File: src/rtl/mux_rr_n.sv
// N-channel registered mux (fixed select or round-robin); 1-cycle latency, in_ready drops while output stalls.
// Optional stall counter port enabled by defining MUX_STALL_CNT_EN.
module mux_rr_n #(
    parameter int N = 2,
    parameter int W = 1,
    localparam int SW = $clog2(N)
) (
    input  logic           clk,
    input  logic           rst,
    input  logic [N*W-1:0] in_data,
    input  logic [N-1:0]   in_valid,
    output logic [N-1:0]   in_ready,
    input  logic           mode,
    input  logic [SW-1:0]  sel,
    output logic [W-1:0]   o,
    output logic           o_valid,
    input  logic           o_ready,
    output logic [SW-1:0]  o_ch
`ifdef MUX_STALL_CNT_EN
    ,
    output logic [15:0]    stall_cnt
`endif
);

    logic [W-1:0]  o_q;
    logic          o_valid_q;
    logic [SW-1:0] o_ch_q;
    logic [SW-1:0] last_gnt_q;

    logic [N-1:0]  gnt;
    logic          any_gnt;
    logic          ld;
    logic [SW-1:0] gnt_idx;
    logic [W-1:0]  gnt_dat;
    logic          found;
    int            idx;

    assign ld      = !o_valid_q || o_ready;
    assign any_gnt = |gnt;

    // Fixed mode only looks at in_valid[sel]; round-robin scans from last_gnt+1 with wrap at N.
    always_comb begin
        gnt   = '0;
        found = 1'b0;
        idx   = 0;
        if (!mode) begin
            for (int i = 0; i < N; i++) begin
                if (sel == SW'(i)) begin
                    gnt[i] = in_valid[i];
                end
            end
        end else begin
            for (int k = 1; k <= N; k++) begin
                idx = int'(last_gnt_q) + k;
                if (idx >= N) begin
                    idx = idx - N;
                end
                if (!found && in_valid[idx]) begin
                    gnt[idx] = 1'b1;
                    found    = 1'b1;
                end
            end
        end
    end

    always_comb begin
        gnt_idx = '0;
        gnt_dat = '0;
        for (int i = 0; i < N; i++) begin
            if (gnt[i]) begin
                gnt_idx = SW'(i);
                gnt_dat = in_data[i*W +: W];
            end
        end
    end

    // Reset suppresses every handshake so nothing is accepted on a reset edge.
    assign in_ready = (ld && !rst) ? gnt : '0;

    always_ff @(posedge clk) begin
        if (rst) begin
            o_q        <= '0;
            o_valid_q  <= 1'b0;
            o_ch_q     <= '0;
            last_gnt_q <= SW'(N - 1);
        end else if (ld && any_gnt) begin
            o_q        <= gnt_dat;
            o_valid_q  <= 1'b1;
            o_ch_q     <= gnt_idx;
            last_gnt_q <= gnt_idx;
        end else if (ld) begin
            o_valid_q  <= 1'b0;
        end
    end

    assign o       = o_q;
    assign o_valid = o_valid_q;
    assign o_ch    = o_ch_q;

`ifdef MUX_STALL_CNT_EN
    logic [15:0] stall_cnt_q;

    always_ff @(posedge clk) begin
        if (rst) begin
            stall_cnt_q <= '0;
        end else if (o_valid_q && !o_ready && stall_cnt_q != 16'hFFFF) begin
            stall_cnt_q <= stall_cnt_q + 16'd1;
        end
    end

    assign stall_cnt = stall_cnt_q;
`endif

endmodule

File: config.mk
export PLATFORM = sky130hd
export DESIGN_NAME = mux_rr_n
export DESIGN_NICKNAME = d
export VERILOG_FILES = /design/src/rtl/mux_rr_n.sv
export SDC_FILE = /design/constraint.sdc
export NUM_CORES = 1
export LEC_CHECK = 0
export CAP_MARGIN = 40
export CELL_PAD_IN_SITES_DETAIL_PLACEMENT = 0
export CELL_PAD_IN_SITES_GLOBAL_PLACEMENT = 1
export CORE_AREA = 5 5 42 44
export CTS_CLUSTER_SIZE = 12
export DETAILED_ROUTE_END_ITERATION = 10
export DIE_AREA = 0 0 47 49
export PLACE_DENSITY_LB_ADDON = 0.1
export SETUP_SLACK_MARGIN = 0.02
export SLEW_MARGIN = 15
export SYNTH_ARGS = -nofsm -noshare
export SYNTH_HDL_FRONTEND = slang
export SYNTH_SLANG_ARGS = --single-unit
File: constraint.sdc
create_clock -name clk -period 3 [get_ports clk]
set_clock_uncertainty 0.15 [all_clocks]
set_input_delay 0.6 -clock clk [delete_from_list [all_inputs] [get_ports clk]]
set_output_delay 0.6 -clock clk [all_outputs]
set_load 0.1 [all_outputs]
==> impl_metrics.tcl <==
set metrics [dict create \
    hold_viol_final 0 \
    layout_setup_ws_ns 0.305 \
    cts.clk_slew.worst_paths_ns 0.03 \
    syn_nets 34 \
    setup_violations 0 \
    grt_pass1_vias 250 \
    synthTopCellsByArea "dfxtp_1 (32%), o221ai_4 (11%), a31o_2 (7.1%)" \
    cap_violations 0 \
    clk_latency_ns 0.23 \
    post-route-period-util_pct 89.8 \
    drtIter0Drc 3 \
    core_um2 1400 \
    post_cts_resized 0 \
    die_h_um 49 \
    postRouteAntennaNets 0 \
    switchingPower_w 0.0000818 \
    tightest_slew_ns 0.281 \
    clock.fmax_mhz 371 \
    synth.distinct_cells 16 \
    seq_area_frac_synth_pct 32.5 \
    gr-total-overflow 0 \
    cts_tree "yes" \
    dpl_cell_area_um2 438 \
    startpoint_type "primary input" \
    synth_top_flop_cell "dfxtp_1" \
    status "finished, final reports clean" \
    final_core_util_pct 32.9 \
    cp.arrival_ns 1.95 \
    num_vias 266 \
    grt_max_degree 6 \
    post-place-ws_ns 0.321 \
    slew_violations 0 \
    cts_sinks 4 \
    wl_per_cell_um 11.5 \
    clkPwrFrac_pct 29.2 \
    synthArstFlopShare_pct 0 \
    cts_root_buffer "clkbuf_4" \
    remaining_drc_errors 0 \
    nNetsFinal 55 \
    grt_pass1_wl_mm 1.02 \
    drive_gt1_share_pct 43.2 \
    fin_crit_ns 2.70 \
    power.internal_w 0.000138 \
    pwr-share-seq_pct 28.1 \
    netlist_instances 25 \
    cp_max_fo 3 \
    cts_inserted_buffers 3 \
    rsz0062_at_grt "no" \
    p_total_w 0.000220 \
    start_util_pct 17.6 \
    die_w_um 47 \
    hold_buffers 0 \
    pwr_density_cell_nw_per_um2 477 \
    path_class "primary input to output pin" \
    design_area_um2 460 \
    yosysTopAreaCell "dfxtp_1" \
    dp.final_hpwl_um 574 \
    gr-usage-all-layers_pct 6.27 \
    synthesis.area_um2 246 \
    dr.pass1.iters 2 \
    clockBufferDepth 2 \
    ys_ff_latch 4 \
    hold_class "register to register" \
    endpoint_kind "output pin" \
    wl_um 688 \
    max-vdd-ir-drop_mv 0.173 \
    place_congestion 0.727 \
    synth_edf_count 0 \
    postCtsSetupBuffers 0 \
    insertedDiodeCount 0 \
    htreeDepth 1 \
    syn_to_final_growth_pct 86.8 \
    switching_share_pct 37.2 \
    worstPathRequired_ns 2.25 \
    relSlewSlack_pct 81.4 \
    via_per_inst 4.43 \
    portBuffers 13 \
    combPwrFrac_pct 42.7 \
    power_leakage_nw 0.194 \
    finalSetupTns_ns 0 \
    antenna_found_initial 0 \
    synthTopCellsByCount "dfxtp_1 (4), inv_1 (4), a31o_2 (2), a31oi_1 (2), nand2b_1 (2)" \
    syn_avg_cell_area_um2 9.86 \
    synth_top_area_share_pct 32.5 \
    rows 14 \
    yosys_warnings 0 \
    dieArea_um2 2300 \
    io_pins 14 \
]
-- worst max-delay path, stage by stage --
cell             delay [ns]
clkdlybuf4s50_1        0.53
o21ai_1                0.12
a31oi_1                0.24
and3_1                 0.27
buf_12                 0.19
-- layout by cell type (no fill, tap or decap) --
cell,count
nand4_1,1
o22ai_1,1
a221oi_2,1
nand2b_1,2
nand2_1,1
a21oi_2,1
mux2_4,1
o221ai_4,1
and3_1,1
clkbuf_4,3
dfxtp_1,4
a31oi_2,1
clkdlybuf4s50_1,8
buf_4,6
a31oi_1,1
buf_12,2
a221o_2,1
a31o_2,2
o21ai_1,1
inv_1,4
a21oi_1,1
-- power groups by stage --
stage,sequential (W),combinational [W],clock (W)
2_1_floorplan,0.0000885,0.0000334,0
3_3_place_gp,0.0000623,0.0000943,0
3_5_place_dp,0.0000624,0.0000946,0
4_1_cts,0.0000616,0.0000950,0.0000679
5_1_grt,0.0000621,0.0000985,0.0000683
6_report,0.0000617,0.0000939,0.0000642
-- final timing paths --
kind / start / end / slack [ns] / cells after the start
min reg2reg: o$_SDFFE_PP0P_ / o$_SDFFE_PP0P_ / 0.31 / 2
max: sel / in_ready[1] / 0.30 / 5
min: o$_SDFFE_PP0P_ / o$_SDFFE_PP0P_ / 0.31 / 2
max reg2reg: o_valid$_SDFFE_PP0P_ / last_gnt_q$_SDFFE_PP1P_ / 1.73 / 3
-- metrics by stage --
step,cells,hold WS (ns)
2_1_floorplan,25,0.353
3_3_place_gp,57,0.299
3_5_place_dp,57,0.312
4_1_cts,60,0.320
5_1_grt,60,0.336
6_report,60,0.313
-- sequential cells by signal, summed over array words and instances (netlist names) --
| signal | flops |
|---|---|
| o | 1 |
| last_gnt_q | 1 |
| o_ch | 1 |
| o_valid | 1 |
-- per-layer routing --
| layer | GRT usage, % | vias up | share of wire [%] |
|---|---|---|---|
| li1 | - | 137 | - |
| met1 | 7.47 | 117 | 41 |
| met2 | 8.82 | 10 | 48 |
| met3 | 1.48 | 2 | 9.2 |
| met4 | 5.53 | 0 | 2.2 |
| met5 | 0 | - | 0 |
-- kinds of logic (layout without fill, tap and decap cells) --
kind of cell    Yosys count  count (layout)  share of synthesized area, %
simple gates              5               5                          11.7
buf+inv                   4              23                          6.09
compound gates           11              11                          43.7
flops                     4               4                          32.5
mux                       1               1                          6.09
-- final cells by class --
class / count / area [um^2]
fill: 146 / 941
timing repair buffer: 16 / 165
clock buffer: 3 / 22.5
multi-input combinational: 17 / 158
inverter: 4 / 15.0
sequential: 4 / 80.1
tap: 16 / 20.0
Note: power is estimated with default switching activity, not from simulation.
